## config.mk

```make
export PLATFORM = sky130hd
export DESIGN_NAME = mult_seq_ctrl
export DESIGN_NICKNAME = d
export VERILOG_FILES = /design/src/rtl/mips_mdu_pkg.sv /design/src/rtl/mult_acc_adder.sv /design/src/rtl/mult_seq_ctrl.sv
export SDC_FILE = /design/constraint.sdc
export NUM_CORES = 1
export LEC_CHECK = 0
export BUFFER_PORTS_ARGS = -buffer_cell sky130_fd_sc_hd__buf_2
export CAP_MARGIN = 10
export CORE_AREA = 10 10 143 145
export DETAILED_ROUTE_END_ITERATION = 12
export DIE_AREA = 0 0 153 155
export GPL_ROUTABILITY_DRIVEN = 0
export GPL_TIMING_DRIVEN = 0
export PLACE_DENSITY = 0.69
export SLEW_MARGIN = 20
export SYNTH_ARGS = -nofsm -noshare
export SYNTH_HDL_FRONTEND = slang
export SYNTH_SLANG_ARGS = --single-unit
export TNS_END_PERCENT = 10
```

## constraint.sdc

```tcl
create_clock -name clk -period 42.8 [get_ports clk]
set_clock_uncertainty 0.05 [all_clocks]
set_input_delay 4.28 -clock clk [delete_from_list [all_inputs] [get_ports clk]]
set_output_delay 4.28 -clock clk [all_outputs]
set_load 0.03 [all_outputs]
```

## src/rtl/mips_mdu_pkg.sv

```systemverilog
`default_nettype none
// ============================================================================
// Package     : mips_mdu_pkg
// Description : Shared definitions for the EX-stage multiply sequencer.
//               Provides the FSM state encoding, default datapath widths and
//               the ripple-adder helper functions (fa1bit, adder5bit).
// Revision    : 1.0 - initial release
// ============================================================================
package mips_mdu_pkg;

  localparam int MDU_WIDTH = 32;
  localparam int MDU_CNT_W = 5;

  typedef enum logic [1:0] {
    IDLE = 2'd0,
    RUN  = 2'd1,
    FIX  = 2'd2,
    DONE = 2'd3
  } mdu_state_t;

  // One-bit full adder; result is {carry_out, sum}.
  function automatic logic [1:0] fa1bit(input logic a, input logic b, input logic ci);
    return {(a & b) | (ci & (a ^ b)), a ^ b ^ ci};
  endfunction

  // Iteration-counter adder built from chained fa1bit; result is {carry_out, sum}.
  function automatic logic [MDU_CNT_W:0] adder5bit(input logic [MDU_CNT_W-1:0] a,
                                                   input logic [MDU_CNT_W-1:0] b,
                                                   input logic                 ci);
    logic                 c;
    logic [1:0]           r;
    logic [MDU_CNT_W-1:0] s;
    c = ci;
    s = '0;
    for (int i = 0; i < MDU_CNT_W; i++) begin
      r    = fa1bit(a[i], b[i], c);
      s[i] = r[0];
      c    = r[1];
    end
    return {c, s};
  endfunction

endpackage : mips_mdu_pkg
`default_nettype wire

```

## src/rtl/mult_acc_adder.sv

```systemverilog
`default_nettype none
// ============================================================================
// Module      : mult_acc_adder
// Description : WIDTH-bit ripple adder (chained fa1bit) with carry-out, used
//               for the partial-product accumulate step of the multiplier.
// Ports       : a    [WIDTH-1:0] in  - accumulator operand
//               b    [WIDTH-1:0] in  - addend (multiplicand or zero)
//               sum  [WIDTH:0]   out - {carry_out, sum}
// Revision    : 1.0 - initial release
// ============================================================================
module mult_acc_adder
  import mips_mdu_pkg::*;
#(
  parameter int WIDTH = MDU_WIDTH
) (
  input  logic [WIDTH-1:0] a,
  input  logic [WIDTH-1:0] b,
  output logic [WIDTH:0]   sum
);

  // Carry is threaded through a procedural variable rather than a vector so
  // the chain does not look like a combinational loop to analysis tools.
  always_comb begin : p_ripple
    logic       c;
    logic [1:0] r;
    c   = 1'b0;
    r   = '0;
    sum = '0;
    for (int i = 0; i < WIDTH; i++) begin
      r      = fa1bit(a[i], b[i], c);
      sum[i] = r[0];
      c      = r[1];
    end
    sum[WIDTH] = c;
  end

endmodule : mult_acc_adder
`default_nettype wire

```

## src/rtl/mult_seq_ctrl.sv

```systemverilog
`default_nettype none
// ============================================================================
// Module      : mult_seq_ctrl
// Description : Iterative shift-add multiply sequencer for the EX stage.
//               Owns the HI/LO result registers, performs one add/shift per
//               cycle and stalls the pipeline while a product is pending.
// Config      : MULT_SIGNED_EN - adds signed_op port and the FIX state that
//               negates the 2*WIDTH product for signed operands of mixed sign.
// Ports       : clk, rst_n          - clock, asynchronous active-low reset
//               start, op_a, op_b   - issue multiply with operands
//               signed_op           - signed multiply (MULT_SIGNED_EN only)
//               rd_hilo             - EX instruction reads HI/LO
//               flush               - abort from branch/exception
//               busy, stall, done   - status; done is a one-cycle pulse
//               hi, lo              - registered product words
// Revision    : 1.0 - initial release
// ============================================================================
module mult_seq_ctrl
  import mips_mdu_pkg::*;
#(
  parameter int WIDTH = MDU_WIDTH,
  parameter int CNT_W = MDU_CNT_W
) (
  input  logic             clk,
  input  logic             rst_n,
  input  logic             start,
  input  logic [WIDTH-1:0] op_a,
  input  logic [WIDTH-1:0] op_b,
  input  logic             rd_hilo,
  input  logic             flush,
`ifdef MULT_SIGNED_EN
  input  logic             signed_op,
`endif
  output logic             busy,
  output logic             stall,
  output logic             done,
  output logic [WIDTH-1:0] hi,
  output logic [WIDTH-1:0] lo
);

  mdu_state_t       state, state_nxt;
  logic [WIDTH-1:0] mcand;
  logic [WIDTH-1:0] acc;
  logic [WIDTH-1:0] mplr;
  logic [CNT_W-1:0] cnt;
  logic [CNT_W:0]   cnt_sum;
  logic [WIDTH-1:0] addend;
  logic [WIDTH:0]   sum;
  logic [WIDTH-1:0] acc_nxt;
  logic [WIDTH-1:0] mplr_nxt;
  logic [WIDTH-1:0] load_a;
  logic [WIDTH-1:0] load_b;
  logic             accept;
  logic             last_iter;

`ifdef MULT_SIGNED_EN
  logic               is_signed;
  logic               neg_res;
  logic [2*WIDTH-1:0] prod_neg;

  // Signed operands are reduced to magnitudes; the sign is restored in FIX.
  assign load_a   = (signed_op && op_a[WIDTH-1]) ? -op_a : op_a;
  assign load_b   = (signed_op && op_b[WIDTH-1]) ? -op_b : op_b;
  assign prod_neg = -{hi, lo};
`else
  assign load_a = op_a;
  assign load_b = op_b;
`endif

  // A same-cycle flush cancels any start; starts while busy are ignored.
  assign accept = start && !flush && ((state == IDLE) || (state == DONE));

  // Counter increment; with WIDTH == 2**CNT_W the carry-out of cnt+1 marks
  // the final iteration (cnt == WIDTH-1).
  assign cnt_sum   = adder5bit(cnt, CNT_W'(1), 1'b0);
  assign last_iter = cnt_sum[CNT_W];

  // Accumulate step: the adder carry becomes the top bit before the shift.
  assign addend   = mplr[0] ? mcand : '0;
  assign acc_nxt  = sum[WIDTH:1];
  assign mplr_nxt = {sum[0], mplr[WIDTH-1:1]};

  mult_acc_adder #(
    .WIDTH (WIDTH)
  ) u_acc_adder (
    .a   (acc),
    .b   (addend),
    .sum (sum)
  );

  // --------------------------------------------------------------------------
  // FSM: state register
  // --------------------------------------------------------------------------
  always_ff @(posedge clk or negedge rst_n) begin
    if (!rst_n) begin
      state <= IDLE;
    end else begin
      state <= state_nxt;
    end
  end

  // --------------------------------------------------------------------------
  // FSM: next-state logic
  // --------------------------------------------------------------------------
  always_comb begin
    state_nxt = state;
    case (state)
      IDLE: begin
        if (accept) state_nxt = RUN;
      end
      RUN: begin
        if (flush) begin
          state_nxt = IDLE;
        end else if (last_iter) begin
`ifdef MULT_SIGNED_EN
          state_nxt = is_signed ? FIX : DONE;
`else
          state_nxt = DONE;
`endif
        end
      end
      FIX: begin
        state_nxt = flush ? IDLE : DONE;
      end
      DONE: begin
        state_nxt = accept ? RUN : IDLE;
      end
      default: state_nxt = IDLE;
    endcase
  end

  // --------------------------------------------------------------------------
  // FSM: outputs
  // --------------------------------------------------------------------------
  always_comb begin
    busy = (state == RUN) || (state == FIX);
    done = (state == DONE);
  end

  assign stall = (rd_hilo || start) && busy;

  // --------------------------------------------------------------------------
  // Datapath: working registers and HI/LO
  // --------------------------------------------------------------------------
  always_ff @(posedge clk or negedge rst_n) begin
    if (!rst_n) begin
      mcand     <= '0;
      acc       <= '0;
      mplr      <= '0;
      cnt       <= '0;
      hi        <= '0;
      lo        <= '0;
`ifdef MULT_SIGNED_EN
      is_signed <= 1'b0;
      neg_res   <= 1'b0;
`endif
    end else if (accept) begin
      mcand     <= load_a;
      acc       <= '0;
      mplr      <= load_b;
      cnt       <= '0;
`ifdef MULT_SIGNED_EN
      is_signed <= signed_op;
      neg_res   <= signed_op && (op_a[WIDTH-1] ^ op_b[WIDTH-1]);
`endif
    end else if ((state == RUN) && !flush) begin
      acc  <= acc_nxt;
      mplr <= mplr_nxt;
      cnt  <= cnt_sum[CNT_W-1:0];
      // HI/LO change only when the product completes, so a flushed
      // operation leaves the previous result visible.
      if (last_iter) begin
        hi <= acc_nxt;
        lo <= mplr_nxt;
      end
    end
`ifdef MULT_SIGNED_EN
    else if ((state == FIX) && !flush && neg_res) begin
      {hi, lo} <= prod_neg;
    end
`endif
  end

endmodule : mult_seq_ctrl
`default_nettype wire

```

Yosys cells after proc, flatten, opt, wreduce, memory -nomap -nowiden --
Index checks and enable logic that the tools add are counted.
Word-level totals: word-level logic and storage cells 204, register bits after elaboration 167, output and inout port bits 67
Cells by class: equal/unequal tests 5, mux-type cells 13, reductions and logical operators 12, bitwise gates (word level) 167
Operators with widths (count):
- 32-bit two-way mux | 5
- 1-bit bitwise AND | 67
- 1-bit bitwise XOR | 67
- 1-bit OR | 31
- 5-bit two-way mux | 2
- 2-bit two-way mux | 4
- 2-bit case mux with 4 select lines | 1
- 2-bit equality test (second input constant) | 2
- 1-bit logical AND | 4
- 1-bit logical OR | 3
- 3-bit != test (second input constant) | 1
- 3-bit AND reduction | 1
- 2-bit by 1-bit equality test with 1-bit output (second input constant) | 1
- 2-bit logical NOT | 1
- 2-bit != test (second input constant) | 1
- 1-bit inverter | 2
- 2-bit AND reduction | 1
- 2-bit nonzero test | 1
- 1-bit logical NOT | 1
- 1-bit two-way mux | 1

Logic depth before layout (Yosys ltp) --
Gate-level depths: netlist of the first run.
depth in word-level cells 66, gate-level depth with buffers 37, gate-level depth less buffers 36

Modules after synthesis --
From an unflattened synthesis of the first run, not the netlist that was laid out.
Unflattened totals: cell total of the unflattened synthesis 640, area total of the unflattened synthesis 7744.9 um^2
Modules (own cells, without submodules):
- mult_seq_ctrl | area an instance 7066.8 um^2, seq. area each 4179.0 um^2, cells an instance 597, instances 1
- mult_acc_adder | area an instance 678.2 um^2, seq. area each 0.0 um^2, cells an instance 43, instances 1

Worst setup path before layout of the first run --
Ideal clock, no wire load.
kind register to register, from register mplr[0], to register acc[30], setup time 0.077 ns, clock period less this slack 14.108 ns, data arrival time 13.980 ns, path slack 28.692 ns, data required time 42.673 ns, buffers on the path 2, stages on the path, launching flop included 37, cells stage by stage dfrtp_1 clkbuf_1 clkbuf_1 nand2_1 fa_1 fa_1 fa_1 fa_1 fa_1 fa_1 fa_1 fa_1 fa_1 fa_1 fa_1 fa_1 fa_1 fa_1 fa_1 fa_1 fa_1 fa_1 fa_1 fa_1 fa_1 fa_1 fa_1 fa_1 fa_1 fa_1 fa_1 fa_1 fa_1 fa_1 fa_1 nand2b_1 a21oi_1
Between the ends: cells in the longest elaborated chain, start to end 65, elaborated cells on any way between the ends 126, those cells by class mux: 3; bitwise: 123
RTL lines:
- from (decl) | line mult_seq_ctrl.sv:44 | logic [WIDTH-1:0] mplr;
- from (signal assigned) | line mult_seq_ctrl.sv:160 | mplr <= load_b;
- from (signal assigned) | line mult_seq_ctrl.sv:168 | mplr <= mplr_nxt;
- 32-bit two-way mux (*) | line mult_seq_ctrl.sv:79 | assign addend = mplr[0] ? mcand : '0;
- 1-bit bitwise AND / 1-bit bitwise XOR (equally long branches) | line mips_mdu_pkg.sv:23 | return {(a & b) | (ci & (a ^ b)), a ^ b ^ ci};
- 1-bit bitwise AND | line mips_mdu_pkg.sv:23
- 1-bit OR | line mips_mdu_pkg.sv:23
- 1-bit bitwise AND | line mips_mdu_pkg.sv:23
- 1-bit OR | line mips_mdu_pkg.sv:23
- 1-bit bitwise AND | line mips_mdu_pkg.sv:23
- 1-bit OR | line mips_mdu_pkg.sv:23
- [... 49 more ...]
- 1-bit OR | line mips_mdu_pkg.sv:23
- 1-bit bitwise AND | line mips_mdu_pkg.sv:23
- 1-bit OR | line mips_mdu_pkg.sv:23
- 1-bit bitwise AND | line mips_mdu_pkg.sv:23
- 1-bit OR | line mips_mdu_pkg.sv:23
- 1-bit bitwise XOR (*) | line mips_mdu_pkg.sv:23
- 32-bit two-way mux (*) | line mult_seq_ctrl.sv:166 | end else if ((state == RUN) && !flush) begin
- 32-bit two-way mux (*) | line mult_seq_ctrl.sv:157 | end else if (accept) begin
- to (signal assigned) | line mult_seq_ctrl.sv:167 | acc <= acc_nxt;
- to (decl) | line mult_seq_ctrl.sv:43 | logic [WIDTH-1:0] acc;
Every way passes the cells marked *; elsewhere a longest branch is shown, timed or not. The select of a mux whose other input is x is not followed. A chain may end at the register's enable or synchronous reset.

Worst setup path after layout of the first run --
Ends and elaborated chain as after synthesis.

==> reports/results.txt, run 1 <==
The tools report the startpoint of the worst register-to-register path as mplr[0]. The maximum number of pins on one net before global-route repair was 98; the area growth from synthesis to layout was 20.3%. The number of enable-type register cells in the synthesized netlist works out to 0. The run gives 0 as the post-cts hold buffer count. The run gives 4 as the number of optimization iterations in the first detailed-route pass. The initial antenna violation count is 0, and the fraction of power spent switching nets is 34.5%. The startpoint type of the worst setup path is a flop. The later pin in the worst-skew pair is clocked with a latency of 0.43 ns.

The first global-routing pass estimated 29.8 mm of wire. In this run the worst path has a maximum fanout of 10. Summed over all layers, the global routing overflow is 0. The routing usage on met1 was 20.1%; the post-placement cell area was 8840 um^2.

The depth of the most critical reg-to-reg path came out at 36. In this run the most used layer during global routing was met2. For the hold violation total from the final report, the log shows 0. The critical path endpoint category was a flop. The worst pin sits at a relative slew slack of 58.7%.

Library cell with the largest summed area after synthesis: sky130_fd_sc_hd__dfrtp_1. The most common cell in the synthesized netlist is sky130_fd_sc_hd__dfrtp_1. The layout cell share with drive strength beyond 1 came out at 32.5%. In the final design database the tool counted 899 nets.

For this design the ratio of total power to cell area is 62.1 nW/um^2. The synthesized design devotes to its leading area cell type 53.3% of total area. After detailed routing, the total wire length is 17.7 mm. The tools report the critical path endpoint as acc[30]. Endpoint of the worst-slack reg-to-reg timing path: acc[30]. The number of instances on the worst hold path was 1. CTS built an H-tree with a depth of 4.

VDD sags by at most 0.0311 mV. For this design the total switching power over the nets is 0.000202 W. Setup violations remaining at the end of the flow were counted as 0. Clock tree synthesis selected as its root buffer the cell sky130_fd_sc_hd__clkbuf_16. The clock-pin transition on the worst setup and hold timing paths was 0.07 ns. Number of CTS-inserted buffers: 17.

Sequential cells were found to cover 53.3% of the synthesized design area. Static leakage power: 4.77 nW. For the final routed database, the setup TNS stands at 0 ns.

The logs give 24.9% for the global routing usage on met2 and 0 for the total inserted antenna cells. The all-layer global routing usage came out at 15.6%. The tools report the worst setup path startpoint as mplr[0]. The worst path needs 14.92 ns of the cycle, external delays included. The floorplan die height was 155 um; the met3 demand-to-capacity share in global routing was 5.05%. For the worst setup path, the data required time is 43.11 ns.

Summing all non-filler instances in the final layout gives an area of 9430 um^2. The worst reg-to-reg setup slack was 27.88 ns. The fraction of registers with async set or reset after synthesis is 100%, and the number of port buffers is 135.

From left edge to right edge, the die measures 153 um. For this run, the number of Yosys warnings is 0. After synthesis the cells add up to 7840 um^2. The transition at the pin with the smallest max-transition slack is 0.619 ns, and the net count of the mapped netlist is 744. The tools report the final HPWL from detailed placement as 13.0 mm. The run finished with clean final reports. The commonest cells after synthesis are 167 x sky130_fd_sc_hd__dfrtp_1, 82 x sky130_fd_sc_hd__nand2_1, 66 x sky130_fd_sc_hd__inv_1, 65 x sky130_fd_sc_hd__mux2i_1, 37 x sky130_fd_sc_hd__mux2_2.

The part of the cycle the worst path needs was 34.9%; the post-CTS setup-driven buffer insertion count was 0. The detailed router placed 5011 vias in this run. For this block, the initial DRC count from the detailed router was 271. The fraction of power consumed by combinational cells is 33.7%, and the count of maximum capacitance violations is 0.

The number of gates resized after CTS was 0. Cell internal power was estimated by the tool at 0.000384 W. For this run, the slowest stage of the critical path takes 0.51 ns. TritonCTS built the clock tree. Timing would allow up to 67.0 MHz.

The area of the core region is 17700 um^2. After floorplanning, the core was divided into 49 placement rows. Setup repair after global routing left no endpoint under its margin. The initial standard-cell utilization of the core was 44.4%; the mean post-synth cell area was 12.3 um^2.

The routed length per placed instance is 17.2 um. Via-per-instance ratio: 4.86. For the max-slew violation count, the log shows 0. The filler cells instantiated in the layout total 1551.

Among all flip-flop cells after synthesis, the most frequent one is sky130_fd_sc_hd__dfrtp_1. The type of the worst min-delay path was reg -> reg. CTS saw 167 sinks. The run gives 23700 um^2 as the overall die area.

In this design, the critical path's most frequently occurring cell is sky130_fd_sc_hd__fa_1. During I/O placement, the number of pins put on the boundary was 136. The clock network burns 26.6% of the power. For the via count of the first global-routing pass, the log shows 5500.

The critical-path cell with the highest stage delay is sky130_fd_sc_hd__clkbuf_1. Yosys attributes the largest share of cell area to sky130_fd_sc_hd__dfrtp_1 53%, sky130_fd_sc_hd__mux2i_1 8.3%, sky130_fd_sc_hd__fa_1 7.9%, sky130_fd_sc_hd__mux2_4 5.4%, sky130_fd_sc_hd__mux2_2 5.3%. The cell count after synthesis came out at 635. Residual DRC count: 0. The data arrival time at the worst-slack endpoint was 15.23 ns; the number of different library cells in the post-synthesis netlist was 25. By startpoint and endpoint, the worst setup path is classified as reg -> reg. For the share of power burned in registers, the log shows 39.7%.

The number of synthesized register bits came out at 167. The count of nets left with antenna violations once routing finished came out at 0. The run gives 2 as the number of buffers between clock root and the deepest sink.
## registers in the layout, indices dropped and copies added, names as in the netlist
register / count
mplr: 32
mcand: 32
state: 2
hi: 32
cnt: 5
acc: 32
lo: 32
## area by class of cell
class                           count  area, um^2  area share [%]
Buffer                             36         243            2.57
Clock inverter                     12         143            1.51
Sequential cell                   167        4180            44.3
Tap cell                          229         287            3.04
Inverter                           66         248            2.63
Multi-Input combinational cell    366        3170            33.6
Timing Repair Buffer              136         713            7.56
Clock buffer                       20         447            4.74
## per-layer routing
layer  vias up  part of all wire (%)
li1       2390                     -
met1      2472                    46
met2       129                    47
met3        20                   6.0
met4         0                   1.2
met5         -                     0
## cells by family after synthesis
kind of cell / share of synthesized area [%]
flops: 53.3
mux: 19.0
simple gates: 6.58
buf+inv: 6.26
compound gates: 5.41
fa+ha+maj: 9.35
xor+xnor: 0.112
## critical path, delay by kind of cell, from the launching register on
| kind | cells | cell delay, ns |
|---|---|---|
| fa+ha+maj | 31 | 13.25 |
| buf+inv | 2 | 0.80 |
| flops | 1 | 0.32 |
| simple gates | 2 | 0.31 |
| compound gates | 1 | 0.11 |
## worst min path at each step
| stage | slack [ns] | startpoint | endpoint |
|---|---|---|---|
| 2_1_floorplan | 0.42 | mcand[0] | mcand[0] |
| 3_3_place_gp | 0.43 | lo[0] | lo[0] |
| 3_5_place_dp | 0.44 | lo[6] | lo[6] |
| 4_1_cts | 0.46 | lo[6] | lo[6] |
| 5_1_grt | 0.47 | lo[14] | lo[14] |
| 6_report | 0.46 | lo[6] | lo[6] |
## per-stage QoR
step / power [W] / cells / hold WS [ns] / setup slack (ns) / util, %
floorplan: 0.000377 / 635 / 0.423 / 28.69 / -
global placement: 0.000428 / 999 / 0.434 / 27.84 / 49.8
detailed placement: 0.000436 / 1000 / 0.442 / 27.81 / 50.1
CTS: 0.000593 / 1032 / 0.457 / 27.75 / 53.4
global route: 0.000632 / 1032 / 0.474 / 27.29 / 53.4
finish: 0.000585 / 1032 / 0.457 / 27.88 / 53.4
## layout by cell type, fill, tap and decap left out
cell	count
sky130_fd_sc_hd__buf_16	1
sky130_fd_sc_hd__inv_6	3
sky130_fd_sc_hd__buf_8	1
sky130_fd_sc_hd__buf_4	11
sky130_fd_sc_hd__o21ai_0	32
sky130_fd_sc_hd__and2_1	1
sky130_fd_sc_hd__nand2b_1	13
sky130_fd_sc_hd__bufinv_16	2
sky130_fd_sc_hd__mux2_4	28
sky130_fd_sc_hd__inv_1	66
sky130_fd_sc_hd__nor2b_1	1
sky130_fd_sc_hd__buf_2	145
sky130_fd_sc_hd__inv_8	1
sky130_fd_sc_hd__mux2_2	37
sky130_fd_sc_hd__nand3_1	1
sky130_fd_sc_hd__clkinvlp_4	6
sky130_fd_sc_hd__clkbuf_8	1
sky130_fd_sc_hd__mux2i_1	65
sky130_fd_sc_hd__fa_1	31
sky130_fd_sc_hd__a21oi_1	15
sky130_fd_sc_hd__dfrtp_1	167
sky130_fd_sc_hd__o2bb2ai_1	1
sky130_fd_sc_hd__nand2_1	82
sky130_fd_sc_hd__nor3b_4	1
sky130_fd_sc_hd__o21bai_1	1
sky130_fd_sc_hd__ha_1	9
sky130_fd_sc_hd__a211oi_1	22
sky130_fd_sc_hd__buf_6	7
sky130_fd_sc_hd__nor2_1	24
sky130_fd_sc_hd__o21a_1	1
sky130_fd_sc_hd__clkbuf_16	17
sky130_fd_sc_hd__clkbuf_1	9
sky130_fd_sc_hd__xnor2_1	1
## power by group through the flow
stage                     combinational, W  sequential, W  clock [W]
after floorplan                   0.000151       0.000226          0
after global placement            0.000195       0.000234          0
after global routing              0.000226       0.000239   0.000166
after detailed placement          0.000201       0.000235          0
final                             0.000197       0.000233   0.000156
after CTS                         0.000202       0.000233   0.000159
Note: power is estimated with default switching activity, not from simulation.
==> run 2: changes to the inputs <==
Clock period 42.8 ns to 14.45 ns, I/O delays scaled along.
==> run 2 against run 1 <==
  * Sequential cell count unchanged
  * Register-to-register slack got worse by 27 ns
  * Cell count unchanged
  * Largest power group unchanged
  * Sequential share of layout area is 0.17 points lower
  * Worst setup slack got worse by 27 ns
  * Wire length is 0.24% higher
  * Fmax rose by 7.0%
  * Largest cell class unchanged
  * Global-route usage about the same
==> reports/results.txt, run 2 (same netlist as run 1, synthesis figures left out) <==
Of all nets on the critical path, the largest fanout is 4. The all-layer global routing usage was 15.6%. Clock tree synthesis found a total of 167 sinks.

Leaving out fill and tap cells, the most frequent cells in the layout are 166 x sky130_fd_sc_hd__dfrtp_1, 145 x sky130_fd_sc_hd__buf_2, 82 x sky130_fd_sc_hd__nand2_1, 66 x sky130_fd_sc_hd__inv_1, 65 x sky130_fd_sc_hd__mux2i_1. The tool flagged a number of max-cap violations equal to 0. Global routing used 5.05% of the available met3 tracks.

Power spread over the standard cell area amounts to 184 nW/um^2. The library cell used most frequently in the layout, excluding fill and tap cells, is sky130_fd_sc_hd__dfrtp_1. For this design, the slowest cell found on the critical path is sky130_fd_sc_hd__fa_1. The later pin in the worst-skew pair is clocked with a latency of 0.43 ns. After detailed routing, the total wire length is 17.8 mm. The first TritonRoute pass finished after 5 iterations. After the first detailed-routing iteration, the DRC count stood at 263.

The worst-case headroom to the max-slew limit was 63.4%. Detailed placement ended at an HPWL of 13.0 mm. The floorplan die height came out at 155 um. Setup repair after global routing left no endpoint under its margin. The flow ran to the end, and the final reports show no timing, DRC or antenna violations.

The via-per-instance ratio is 4.88. TritonCTS built the clock tree. The number of buffers between clock root and the deepest sink is 2. For the number of routed nets with antenna violations, the log shows 0. The worst hold path belongs to the class reg -> reg. The max-slew violation count is 0.

For the pin with the worst max-slew slack, the measured transition is 0.549 ns. For the global routing usage on met2, the log shows 24.9%. 136 I/O pins were placed.

The initial utilization of the core area, before any placement, comes to 44.4%. The overall die area is 23700 um^2. The static leakage power was 4.78 nW.

Routing usage on met1: 20.1%. In the final routed layout, each cell accounts on average for 17.2 um. The tools report the via count of the first global-routing pass as 5509.

For the worst reg-to-reg setup slack, the log shows 0.51 ns. The final critical delay including setup and external delays came out at 13.94 ns. Dividing the final minimum period by the clock period gives 96.5%. STA classifies the critical path endpoint as a flop. The layout cell share with drive strength beyond 1 came out at 34.0%. The tools report the post-layout net count as 899.

The maximum number of pins on one net before global-route repair is 98. The logs give 0 for the hold violation total from the final report and 29.9 mm for the global-route wire length before repair. The number of port buffers is 135, and the required time at the worst-slack endpoint is 14.76 ns. The tools report the startpoint type of the worst setup path as a flop. The initial antenna violation count is 0. Clock-pin transition on the worst setup and hold timing paths: 0.07 ns. The logs give 0.457 ns for the final hold slack and 5034 for the total via count after detailed routing. The post-placement cell area is 8840 um^2. Derived from the worst setup path, the maximum achievable clock frequency is 71.7 MHz.

For the data arrival time at the worst-slack endpoint, the log shows 14.26 ns. The tools report the level count of the clock H-tree as 4. Root buffer cell: sky130_fd_sc_hd__clkbuf_16. After routing the design area is 9470 um^2. Measured along the x axis, the die boundary spans 153 um.

The number of clock buffers added by TritonCTS is 17. After global routing the overflow that remains totals 0. After detailed routing, the number of remaining DRC violations is 0. Cell occurring most often along the worst timing path: sky130_fd_sc_hd__fa_1. The critical path is of the reg -> reg type. After global routing, the most crowded layer is met2. In this run the core area contains 49 standard-cell rows. The count of final setup violators is 0. The area growth from synthesis to layout works out to 20.8%. Across the VDD grid, the largest voltage drop is 0.0925 mV. The number of antenna diodes in the final layout is 0. The area of the core region was 17700 um^2; the largest incremental delay on the critical path was 0.47 ns.
## run 2: worst max-delay path: cells and delay by family, from the launching register on
family	cells	cell delay, ns
adder cells (fa/ha/maj)	32	12.95
flip-flops	1	0.41
AND/OR/NAND/NOR	2	0.29
AO/OA/AOI/OAI	1	0.11
buffers and inverters	1	0.05
## run 2: cell type report
| type | instances | area, um^2 |
|---|---|---|
| Fill cell | 1541 | 8190 |
| Sequential cell | 167 | 4180 |
| Multi-Input combinational cell | 366 | 3190 |
| Timing Repair Buffer | 137 | 721 |
| Clock buffer | 20 | 447 |
| Tap cell | 229 | 287 |
| Buffer | 35 | 250 |
| Inverter | 66 | 248 |
| Clock inverter | 12 | 143 |
## run 2: path summary, 6_finish.rpt
| path | startpoint | to | cells past startpoint |
|---|---|---|---|
| max | mplr[0] | acc[30] | 36 |
| min | lo[6] | lo[6] | 1 |
| max reg2reg | mplr[0] | acc[30] | 36 |
| min reg2reg | lo[6] | lo[6] | 1 |
| max in group asynchronous | rst_n | mcand[8] | 2 |
| min in group asynchronous | rst_n | lo[24] | 1 |
## run 2: what timing repair did
item	in CTS	in global routing
hold buffers	0	0
setup buffers	1	0
resized for setup	6	7
endpoints found under the setup margin	6	4
## run 2: routing by layer
layer,share of wire (%),up-vias
li1,-,2391
met1,46,2504
met2,47,119
met3,5.9,20
met4,1.1,0
met5,0,-
## run 2: report_power, final
group          internal [W]  switching (W)  leakage, nW  total [W]
registers          0.000606      0.0000850         1.99   0.000691
logic              0.000276       0.000316         2.52   0.000591
clock network      0.000262       0.000201        0.268   0.000463
total               0.00114       0.000602         4.78    0.00175
## run 2: metrics by stage
step / util [%] / instances / setup WS (ns) / setup TNS [ns] / power (W)
after global routing: 53.6 / 1032 / 0.0130 / 0 / 0.00188
after CTS: 53.5 / 1032 / 0.00927 / 0 / 0.00176
after floorplan: - / 635 / 0.342 / 0 / 0.00112
after global placement: 49.8 / 999 / -0.508 / -1.76 / 0.00127
final: 53.6 / 1032 / 0.506 / 0 / 0.00175
after detailed placement: 50.1 / 1000 / -0.540 / -1.97 / 0.00129
==> run 3: changes to the inputs <==
Settings changed: ABC_AREA set to 1, CORE_AREA 10 10 143 145 to 10 10 145 147, DIE_AREA 0 0 153 155 to 0 0 155 157, PLACE_DENSITY 0.69 to 0.68.
==> run 3 against run 2 <==
  * Worst setup slack lost 0.044 ns
  * Fmax shrank 0.32%
  * First-iteration DRC count grew 74%
  * Register-to-register slack lost 0.04 ns
  * Sequential power grew 4.5%
  * Global-route usage grew 1.7 points
  * Sequential cell count is the same
  * Clock power shrank 3%
  * Combinational power grew 18%
  * Cell count grew 28%
  * Sequential share of layout area shrank 0.62 points
  * Critical path type unchanged
  * Largest power group unchanged
==> reports/results.txt, run 3 <==
The flow ran to the end, and the final reports show no timing, DRC or antenna violations. The root buffer cell chosen for the clock tree is sky130_fd_sc_hd__clkbuf_16. The area of the core region was 18300 um^2. Entering global routing, the biggest net connects 94 pins.

The critical path endpoint category is a flop. Counting along the longest clock path gives a buffer depth of 2. Maximum fanout along the worst path: 10.

The run gives 5 as the number of optimization iterations in the first detailed-route pass. The tools report the final hold slack as 0.414 ns. Setup repair after global routing left no endpoint under its margin. The worst hold path was traced through 2 stages. Net switching is 40.2% of the power.

After legalization and detailed placement, the total HPWL measured 15.4 mm. The worst register-to-register path ends at acc[30]. The run gives 6635 as the via count of the first global-routing pass. The worst hold path terminates at hi[26]. The H-tree generated during clock tree synthesis spans 4 levels. For the number of different library cells in the post-synthesis netlist, the log shows 19. TritonCTS built the clock tree.

Setup violations remaining at the end of the flow were counted as 0. Type of the worst min-delay path: reg -> reg. Yosys printed 0 warnings. At the pin with the least slew margin, the transition time is 0.603 ns. Cells fill 52.4% of the core in the end. Yosys instantiated no cell more often than sky130_fd_sc_hd__nand2_1.

Clock tree synthesis inserted a total of 17 buffers. 136 I/O pins were placed. The first global-routing pass estimated 34.1 mm of wire. From synthesis to final layout, the design area changed by 20.2%.

The routed design could run at a clock period as short as 13.99 ns. The clock drives 167 sinks. At the end of the flow, the number of nets in the layout was 1184.

The required time at the worst-slack endpoint is 14.71 ns, and the number of enable-type register cells in the synthesized netlist is 0. Final instance area: 9600 um^2. STA classifies the critical path startpoint as a flop. The first routing iteration left 457 violations.

The top cell family by delay on the critical path was adder cells. The share of total power dissipated in combinational logic is 37.3%. By startpoint and endpoint, the worst setup path is classified as reg -> reg.

The die covers 24300 um^2. The count of nets left with antenna violations once routing finished came out at 0. In the final layout, the share of cells above drive strength 1 is 20.7%.

Registers are responsible for 38.7% of the overall power. The average instance in the mapped netlist occupies 8.68 um^2. The area share of the leading cell type in the synthesized netlist is 52.3%. Together, buffers and inverters on the worst path number 2. The worst-case headroom to the max-slew limit was 59.8%; the fraction of registers with async set or reset after synthesis was 100%. The static leakage power was 5.30 nW; the register area share after synthesis was 52.3%.

The net count of the mapped netlist was 1029; the clock-pin transition on the worst setup and hold timing paths was 0.06 ns. Synthesis handed over a netlist of 920 instances. The library cells used most frequently in the layout, excluding fill and tap cells, are 390 x sky130_fd_sc_hd__nand2_1, 170 x sky130_fd_sc_hd__buf_2, 166 x sky130_fd_sc_hd__dfrtp_1, 71 x sky130_fd_sc_hd__inv_1, 67 x sky130_fd_sc_hd__o21ai_0. The data arrival time at the worst-slack endpoint is 14.25 ns.

From left edge to right edge, the die measures 155 um. In this run the tool buffered the top-level ports with 135 buffer cells. The tool flagged a number of max-cap violations equal to 0.

After synthesis the netlist holds a flip-flop and latch count of 167. The final layout contains routed wiring with a total length of 20.8 mm. The post-synthesis instance area was 7990 um^2; the total via count after detailed routing was 6510. The number of standard-cell rows in the floorplan was 50; the via-per-instance ratio was 4.93. Summing internal, switching and leakage power gives 0.00187 W. Among all stages on the critical path, the largest delay is contributed by sky130_fd_sc_hd__fa_1.

In this run, the clock network consumes 24.0% of the power. The logs give 0 for the initial antenna violation count and 0 ns for the summed negative setup slack over all endpoints. For the residual DRC count, the log shows 0.

The routed length per placed instance was 15.8 um. Counting instances in the post-synthesis netlist gives the leading cell types as 390 x sky130_fd_sc_hd__nand2_1, 167 x sky130_fd_sc_hd__dfrtp_1, 71 x sky130_fd_sc_hd__inv_1, 67 x sky130_fd_sc_hd__o21ai_0, 65 x sky130_fd_sc_hd__nand4_1. Static timing analysis puts the maximum clock frequency at 71.5 MHz. The total internal power is 0.00112 W. IR analysis of the VDD net gives a maximum drop of 0.0981 mV. Global routing consumed, over all layers together, 17.3% of the routing resources. The cell occurring most often along the worst timing path was sky130_fd_sc_hd__fa_1. The most frequent standard cell in the layout excluding fill and tap cells was sky130_fd_sc_hd__nand2_1. In this run the power spent charging and discharging nets is 0.000750 W. The tools report the insertion delay to the later sink of the worst-skew pair as 0.43 ns. By area the synthesized netlist is led by sky130_fd_sc_hd__dfrtp_1 52%, sky130_fd_sc_hd__nand2_1 18%, sky130_fd_sc_hd__fa_1 7.8%, sky130_fd_sc_hd__nand4_1 5.1%, sky130_fd_sc_hd__o21ai_0 4.2%. The depth of the most critical reg-to-reg path works out to 36. For the worst reg-to-reg setup slack, the log shows 0.46 ns. The tools report the startpoint of the worst register-to-register path as mplr[0].

The part of the cycle the worst path needs is 96.8%, and the floorplan die height is 157 um. The number of hold buffers added after CTS was 0. Among all flip-flop cells after synthesis, the most frequent one is sky130_fd_sc_hd__dfrtp_1. The largest single stage delay on the critical path is 0.51 ns.

In this run the power density over the cells is 194 nW/um^2. The tools report the max-slew violation count as 0. Summing all placed instances gives a cell area of 8990 um^2. The total inserted antenna cells came out at 0.

Summed over all instances, the cell type with the most area after synthesis is sky130_fd_sc_hd__dfrtp_1. The critical hold path startpoint was hi[26]. For the hold violation total from the final report, the log shows 0. For this configuration, the core starts out at a cell density of 43.6%. The tools report the total congestion overflow after global routing as 0.
run 3: cell count changes in the layout (fill, tap and decap cells not counted), moves of 28 or more:
cell,previous run,this run
sky130_fd_sc_hd__mux2i_1,65,0
sky130_fd_sc_hd__o21ai_0,32,67
sky130_fd_sc_hd__nand3_1,1,38
sky130_fd_sc_hd__nand2_1,82,390
sky130_fd_sc_hd__nand4_1,0,65
sky130_fd_sc_hd__mux2_2,37,0
sky130_fd_sc_hd__mux2_4,28,0
run 3: how the worst max path moves through the flow:
stage / startpoint / end / slack, ns / cells after the start
finish: mplr[0] / acc[30] / 0.46 / 36
global route: mplr[0] / acc[30] / 0.02 / 36
CTS: mplr[0] / acc[30] / 0.001 / 36
detailed placement: mplr[0] / acc[30] / -0.61 / 37
global placement: mplr[0] / acc[30] / -0.51 / 37
floorplan: mplr[0] / acc[30] / 0.32 / 37
run 3: cell type report:
| cell class | count | area [um^2] |
|---|---|---|
| Inverter | 75 | 282 |
| Fill cell | 1746 | 8730 |
| Buffer | 60 | 307 |
| Tap cell | 234 | 293 |
| Sequential cell | 167 | 4180 |
| Clock buffer | 22 | 474 |
| Clock inverter | 8 | 97.6 |
| Multi-Input combinational cell | 617 | 3250 |
| Timing Repair Buffer | 137 | 721 |
run 3: metal layers:
metal | up-vias | routed length, um | GRT usage, %
met5 | - | 0 | 0
met4 | 0 | 287 | 5.04
met3 | 22 | 1140 | 4.15
met2 | 161 | 9860 | 28.4
met1 | 3099 | 9510 | 22.4
li1 | 3228 | - | -
run 3: repair_timing:
action	in CTS	in global routing
gates resized for setup	6	6
gates cloned	0	0
endpoints found under the setup margin	6	4
setup buffers	1	0
run 3: per-stage QoR:
step                cells  setup slack, ns
global placement     1289           -0.510
finish               1320            0.461
detailed placement   1290           -0.611
floorplan             920            0.321
CTS                  1320          0.00132
global route         1320           0.0160
run 3: tightest hold or removal path: cells and delay by family (launching register included):
| kind | cells | cell delay [ns] |
|---|---|---|
| flip-flops | 1 | 0.34 |
| AND/OR/NAND/NOR | 2 | 0.09 |
run 3: kinds of logic (layout without fill, tap and decap cells):
| group | after synthesis | after routing | synth area share [%] |
|---|---|---|---|
| compound gates | 69 | 69 | 4.32 |
| buf+inv | 136 | 302 | 7.28 |
| flops | 167 | 167 | 52.3 |
| simple gates | 508 | 508 | 26.9 |
| fa+ha+maj | 40 | 40 | 9.18 |
run 3: power groups by stage:
stage | sequential [W] | combinational, W | clock [W]
floorplan | 0.000767 | 0.000442 | 0
global placement | 0.000721 | 0.000676 | 0
detailed placement | 0.000725 | 0.000694 | 0
CTS | 0.000721 | 0.000701 | 0.000456
global route | 0.000740 | 0.000799 | 0.000475
finish | 0.000722 | 0.000697 | 0.000447
